===== config.mk =====
export PLATFORM = sky130hd
export DESIGN_NAME = weight_loader
export DESIGN_NICKNAME = d
export VERILOG_FILES = /design/src/rtl/weight_loader.sv
export SDC_FILE = /design/constraint.sdc
export NUM_CORES = 1
export LEC_CHECK = 0
export ABC_AREA = 1
export BUFFER_PORTS_ARGS = -buffer_cell sky130_fd_sc_hd__buf_2
export CORE_ASPECT_RATIO = 0.9
export CORE_MARGIN = 4
export CORE_UTILIZATION = 50
export DETAILED_ROUTE_END_ITERATION = 8
export PLACE_DENSITY = 0.74
export SKIP_CTS_REPAIR_TIMING = 1
export SYNTH_ARGS = -nofsm -noshare
export SYNTH_HDL_FRONTEND = slang
export SYNTH_SLANG_ARGS = --single-unit

===== constraint.sdc =====
create_clock -name clk -period 4.5 [get_ports clk]
set_input_delay 0.9 -clock clk [delete_from_list [all_inputs] [get_ports clk]]
set_output_delay 0.9 -clock clk [all_outputs]
set_load 0.03 [all_outputs]

===== src/rtl/weight_loader.sv =====
// North-edge weight transmitter for one systolic-array column: streams N weights down
// the column tagged with descending row indices, then waits out propagation and signals load_done.
module weight_loader #(
    parameter  int SYSTOLIC_ARRAY_WIDTH = 16,
    parameter  int DATA_WIDTH_IN        = 8,
    localparam int IDX_W                = $clog2(SYSTOLIC_ARRAY_WIDTH)
) (
    input  logic                     clk,
    input  logic                     rst,
    input  logic                     start,
    input  logic                     flush,
    input  logic                     w_valid,
    input  logic [DATA_WIDTH_IN-1:0] w_data,
    output logic                     w_ready,
    output logic [DATA_WIDTH_IN-1:0] col_weight_out,
    output logic [IDX_W-1:0]         col_index_out,
    output logic                     col_accept_w_out,
    output logic                     busy,
    output logic                     load_done
);

    localparam int               CNT_W    = IDX_W + 1;
    localparam logic [CNT_W-1:0] LAST_CNT = CNT_W'(SYSTOLIC_ARRAY_WIDTH - 1);
    localparam logic [IDX_W-1:0] TOP_IDX  = IDX_W'(SYSTOLIC_ARRAY_WIDTH - 1);

    typedef enum logic [1:0] {IDLE, LOAD, DRAIN, DONE} state_t;

    state_t                          state, state_nxt;
    logic [CNT_W-1:0]                beat_cnt, drain_cnt;
    logic                            beat;
    logic signed [DATA_WIDTH_IN-1:0] weight_p0;
    logic [IDX_W-1:0]                index_p0;
    logic                            vld_p0;

    // flush overrides every transition and also blocks the handshake in its own cycle
    always_comb begin
        state_nxt = state;
        w_ready   = 1'b0;
        case (state)
            IDLE:    if (start) state_nxt = LOAD;
            LOAD: begin
                w_ready = 1'b1;
                if (w_valid && beat_cnt == LAST_CNT) state_nxt = DRAIN;
            end
            DRAIN:   if (drain_cnt == LAST_CNT) state_nxt = DONE;
            DONE:    state_nxt = IDLE;
            default: state_nxt = IDLE;
        endcase
        if (flush) begin
            state_nxt = IDLE;
            w_ready   = 1'b0;
        end
    end

    assign beat      = w_valid && w_ready;
    assign busy      = (state != IDLE);
    assign load_done = (state == DONE);

    always_ff @(posedge clk or posedge rst) begin
        if (rst) state <= IDLE;
        else     state <= state_nxt;
    end

    // DRAIN spans N cycles so a beat stalled early still reaches the farthest row
    always_ff @(posedge clk or posedge rst) begin
        if (rst) begin
            beat_cnt  <= '0;
            drain_cnt <= '0;
        end else if (flush) begin
            beat_cnt  <= '0;
            drain_cnt <= '0;
        end else begin
            beat_cnt  <= (state == LOAD)  ? beat_cnt + CNT_W'(beat) : '0;
            drain_cnt <= (state == DRAIN) ? drain_cnt + 1'b1        : '0;
        end
    end

    // Stage p0: registered column drive; weight/index hold between accepted beats
    always_ff @(posedge clk or posedge rst) begin
        if (rst) begin
            vld_p0    <= 1'b0;
            weight_p0 <= '0;
            index_p0  <= '0;
        end else begin
            vld_p0 <= beat;
            if (beat) begin
                weight_p0 <= $signed(w_data);
                index_p0  <= TOP_IDX - beat_cnt[IDX_W-1:0];
            end
        end
    end

    assign col_weight_out   = weight_p0;
    assign col_index_out    = index_p0;
    assign col_accept_w_out = vld_p0;

endmodule


# Word level (Yosys, flattened, before mapping)
# Index checks and enable logic that the tools add are counted.
# W data, S select, Z words.
dict set report totals {
  regBits 25
  input_bits 13
  elab_cells 33
  output_inout_bits 16
}
dict set report classes {
  n_reduce_logical 5
  n_eq_ne 8
  muxes 11
  add_sub_neg 3
}
# op n
set ops {}
lappend ops {{$mux W5} 4}
lappend ops {{$eq A5 B4 Y1 const B} 2}
lappend ops {{$ne A3 B3 Y1 const B} 3}
lappend ops {{$mux W2} 4}
lappend ops {{$pmux W2 S4} 1}
lappend ops {{$add A5 B1 Y5} 1}
lappend ops {{$add A5 B1 Y5 const B} 1}
lappend ops {{$eq A2 B2 Y1 const B} 2}
lappend ops {{$sub A4 B4 Y4 const A} 1}
lappend ops {{$reduce_and A3 Y1} 1}
lappend ops {{$eq A2 B1 Y1 const B} 1}
lappend ops {{$logic_and A1 B1 Y1} 2}
lappend ops {{$logic_not A2 Y1} 1}
lappend ops {{$mux W1} 2}
lappend ops {{$reduce_bool A2 Y1} 1}

# Logic depth before layout (Yosys ltp)
dict set report logic_depth {
  ltp_word 7
  depth_mapped 12
  ltp_nobuf 12
}

# Worst setup path before layout
# Ideal clock, no wire load.
dict set report synth_timing {
  kind {input to register}
  startpoint {input port flush}
  endpoint {register beat_cnt[4]}
  setup_time_ns 0.071
  path_stages 10
  n_path_buf 1
  setup_slack_ns 2.349
  arrival_ns 2.080
  path_cell_list {buf_6 > nor2_8 > nand2_4 > clkinv_2 > ha_1 > ha_1 > nand2_1 > o21ai_0 > nand2_1 > nor2_1}
}
dict set report synth_via {
  elab_chain_len 5
}
# item line
set synth_rtl {}
lappend synth_rtl {{from (decl)} 11} ;# input logic flush,
lappend synth_rtl {{$mux W1} 49} ;# if (flush) begin
lappend synth_rtl {{via w_ready} 14} ;# output logic w_ready,
lappend synth_rtl {{$logic_and A1 B1 Y1} 55} ;# assign beat = w_valid && w_ready;
lappend synth_rtl {{via beat} 30} ;# logic beat;
lappend synth_rtl {{$add A5 B1 Y5} 73} ;# beat_cnt <= (state == LOAD) ? beat_cnt + CNT_W'(beat) : '0;
lappend synth_rtl {{$mux W5} 73}
lappend synth_rtl {{$mux W5} 69} ;# end else if (flush) begin
lappend synth_rtl {{to (signal assigned)} 73}
lappend synth_rtl {{to (decl)} 29} ;# logic [CNT_W-1:0] beat_cnt, drain_cnt;
# The timed path passes the listed nets, and every way through them passes these cells.
# A chain may end at the register's enable or synchronous reset.

# Worst setup path in the final report
dict set report layout_timing {
  startpoint {register state[1]}
  endpoint {output port w_ready}
}
dict set report layout_via {
  elab_chain_len 3
}
# item line
set layout_rtl {}
lappend layout_rtl {{from (decl)} 28} ;# state_t state, state_nxt;
lappend layout_rtl {{from (signal assigned)} 61} ;# else state <= state_nxt;
lappend layout_rtl {{$eq A2 B1 Y1} 39} ;# case (state)
lappend layout_rtl {{$mux W1} 39}
lappend layout_rtl {{$mux W1} 49}
lappend layout_rtl {{to (decl)} 14}
# Every way passes these cells.

==> flow_summary.ini <==
[setup_path]
worstSetupStartpoint = state[1]
setup.reg_to_reg.worst_slack_ps = 2460
worstPathCellList = inv_1 -> ha_1 -> inv_1 -> nor2_8 -> buf_2
cp_slowest_stage_delay_ps = 440
worst-endpoint-required_ps = 3600
cpMaxStageDelayCell = sky130_fd_sc_hd__dfrtp_1
critical-path-top-cell-by-count = sky130_fd_sc_hd__inv_1
critPathKind = reg -> out
regToRegStartpoint = state[1]
timing.critical_path.max_delay_family = flip-flops
worst_endpoint_data_arrival_time_ps = 1470
cp.buffers_inverters = 3
cp-start-kind = register
timing.critical_path.to_type = output pin
cp_max_fo = 6

[die]
core_area_um2 = 2200
rows = 16
die_width_um = 58.8
die_outline_area_um2 = 3160
initial_utilization = 0.527
io-pin-count = 29
die-height_um = 53.7

[synth]
syn-cell-area_um2 = 1160
synth-seq-area-share = 0.539
postSynthRegisterBits = 25
xor_xnor_cell_area_share_of_the_yosys_netlist = 0
synth_fa_ha_area_frac = 0.0863
synth.top_cell.area_share = 0.539
synth_area_leaders = sky130_fd_sc_hd__dfrtp_1, sky130_fd_sc_hd__nand2_1, sky130_fd_sc_hd__ha_1
synth_top_family_by_area = simple AND/OR/NAND/NOR gates
synth_compound_area_frac = 0.0561
ys_warn_count = 0
post_synth_inst_count = 129
synth_simple_gate_area_frac = 0.252
postSynthNetCount = 150
number_of_distinct_library_cells_after_synthesis = 16
syn_avg_cell_area_um2 = 8.99
synthDominantAreaCellType = sky130_fd_sc_hd__dfrtp_1
synth_mux_area_frac = 0

[clocking]
cts-htree-levels = 1
tritoncts = done
clock_network_latency_to_the_later_pin_of_the_worst_skew_pair_ps = 320
clk_pin_slew_worst_paths_ps = 120
cts_buffer_depth = 2
clkSinkCount = 25
num_cts_buffers = 3
ctsRootBufferMaster = sky130_fd_sc_hd__clkbuf_4

[detailed_routing]
sum_of_routed_wire_length_over_all_layers_mm = 1.99
wire_per_inst_um = 10.7
final_antenna_net_count = 0
number_of_detailed_route_iterations_in_the_first_pass = 4
route.detailed.drc = 0
initialDrtViolationCount = 16
dr_total_vias = 875
drt-vias-per-instance = 4.70

[min_path]
hold_path_startpoint = drain_cnt[0]
worstHoldPathType = reg -> reg

[power_and_ir_drop]
power_density_nw_per_um2 = 565
vdd.ir_drop.worst_mv = 0.392
p_leak_nw = 0.756
finalPower_uw = 755

[cells_and_area]
n_antenna_cell = 0
layout_commonest_cell = sky130_fd_sc_hd__nand2_1
area_delta_synth_final_pct = 15.3
nets = 181
share_of_layout_cells_above_drive_strength_1 = 0.226
fill_cells = 209
final_cell_mix = sky130_fd_sc_hd__nand2_1, sky130_fd_sc_hd__buf_2, sky130_fd_sc_hd__dfrtp_1

[grt]
initial_antenna_violation_count = 0
grt_first_pass_wirelength_mm = 3.38
track_usage = 0.141
first_global_vias = 859
maximum_number_of_pins_on_one_net_before_global_route_repair = 26
grt_remaining_overflow = 0

[timing]
timing_worst_slew_pin_value_ps = 918
setup_repair_after_global_routing_missed_its_margin = false
final_sum_of_negative_setup_slack_ps = 0
hold_viol_final = 0
timing.clock.skew_ps = 9.56
setup-violations-final = 0
post-route-period-util = 0.527
timing_max_transition_violations_final = 0
relSlewSlack = 0.387
post-route-min-period_ps = 2370
achievable-frequency_mhz = 421

[placed_design]
hpwlAfterDp_mm = 1.51
globalplace.congestion = 0.841
io_buffers = 28

[run_status]
run_status = finished, final reports clean

[flow_run]
drv_cap = 0
-- logic make-up after synthesis --
logic type                 Yosys count
and+or+nand+nor                     69
DFF                                 25
buffers and inverters               16
AOI/OAI and AO/OA                   11
adders and majority gates            8
-- synthesized netlist by cell type, drive strengths merged --
cell type / instances
dfrtp: 25
clkinv: 1
nor3: 1
o21a: 1
nor2: 15
inv: 13
buf: 2
nor3b: 1
ha: 8
o21ai: 7
nand2: 48
a21oi: 3
nand3: 4
-- sequential cells by signal (all words and copies together) (netlist names) --
name / count
drain_cnt: 5
state: 2
beat_cnt: 5
col_accept_w_out: 1
col_index_out: 4
col_weight_out: 8
-- stage by stage --
step	instance area (µm²)	hold slack, ps	std cells	setup slack, ps	util
after floorplan	1160	433	129	2350	-
after global placement	1310	456	182	2150	0.595
final	1340	467	186	2130	0.607
after detailed placement	1310	454	182	2140	0.595
after CTS	1340	472	186	2100	0.607
after global routing	1340	514	186	2000	0.607
-- per-layer routing --
| metal | track usage | up-vias | part of all wire |
|---|---|---|---|
| li1 | - | 455 | - |
| met1 | 0.159 | 396 | 0.46 |
| met2 | 0.252 | 22 | 0.46 |
| met3 | 0.0528 | 2 | 0.079 |
| met4 | 0.0340 | 0 | 0.0050 |
| met5 | 0 | - | 0 |
-- area by class of cell --
cell class	count	area (µm²)	share of cell area
clock buffer	4	26.3	0.0196
sequential	25	626	0.468
tap	27	33.8	0.0253
timing repair buffer	28	140	0.105
inverter	14	53.8	0.0402
multi-input combinational	88	458	0.342
-- power breakdown --
| part | internal (mW) | switching, mW | total, mW | leakage, nW |
|---|---|---|---|---|
| logic | 0.0979 | 0.235 | 0.333 | 0.415 |
| clock network | 0.0347 | 0.0640 | 0.0986 | 0.0150 |
| registers | 0.286 | 0.0368 | 0.323 | 0.326 |
-- path summary, 6_finish.rpt --
check	to	depth (start not counted)
setup reg to reg	beat_cnt[4]	12
hold / removal	drain_cnt[0]	1
hold reg to reg	drain_cnt[0]	1
setup / recovery	w_ready	5
min in group asynchronous	drain_cnt[2]	2
max in group asynchronous	state[0]	2
(Power assumes the default switching activity.)
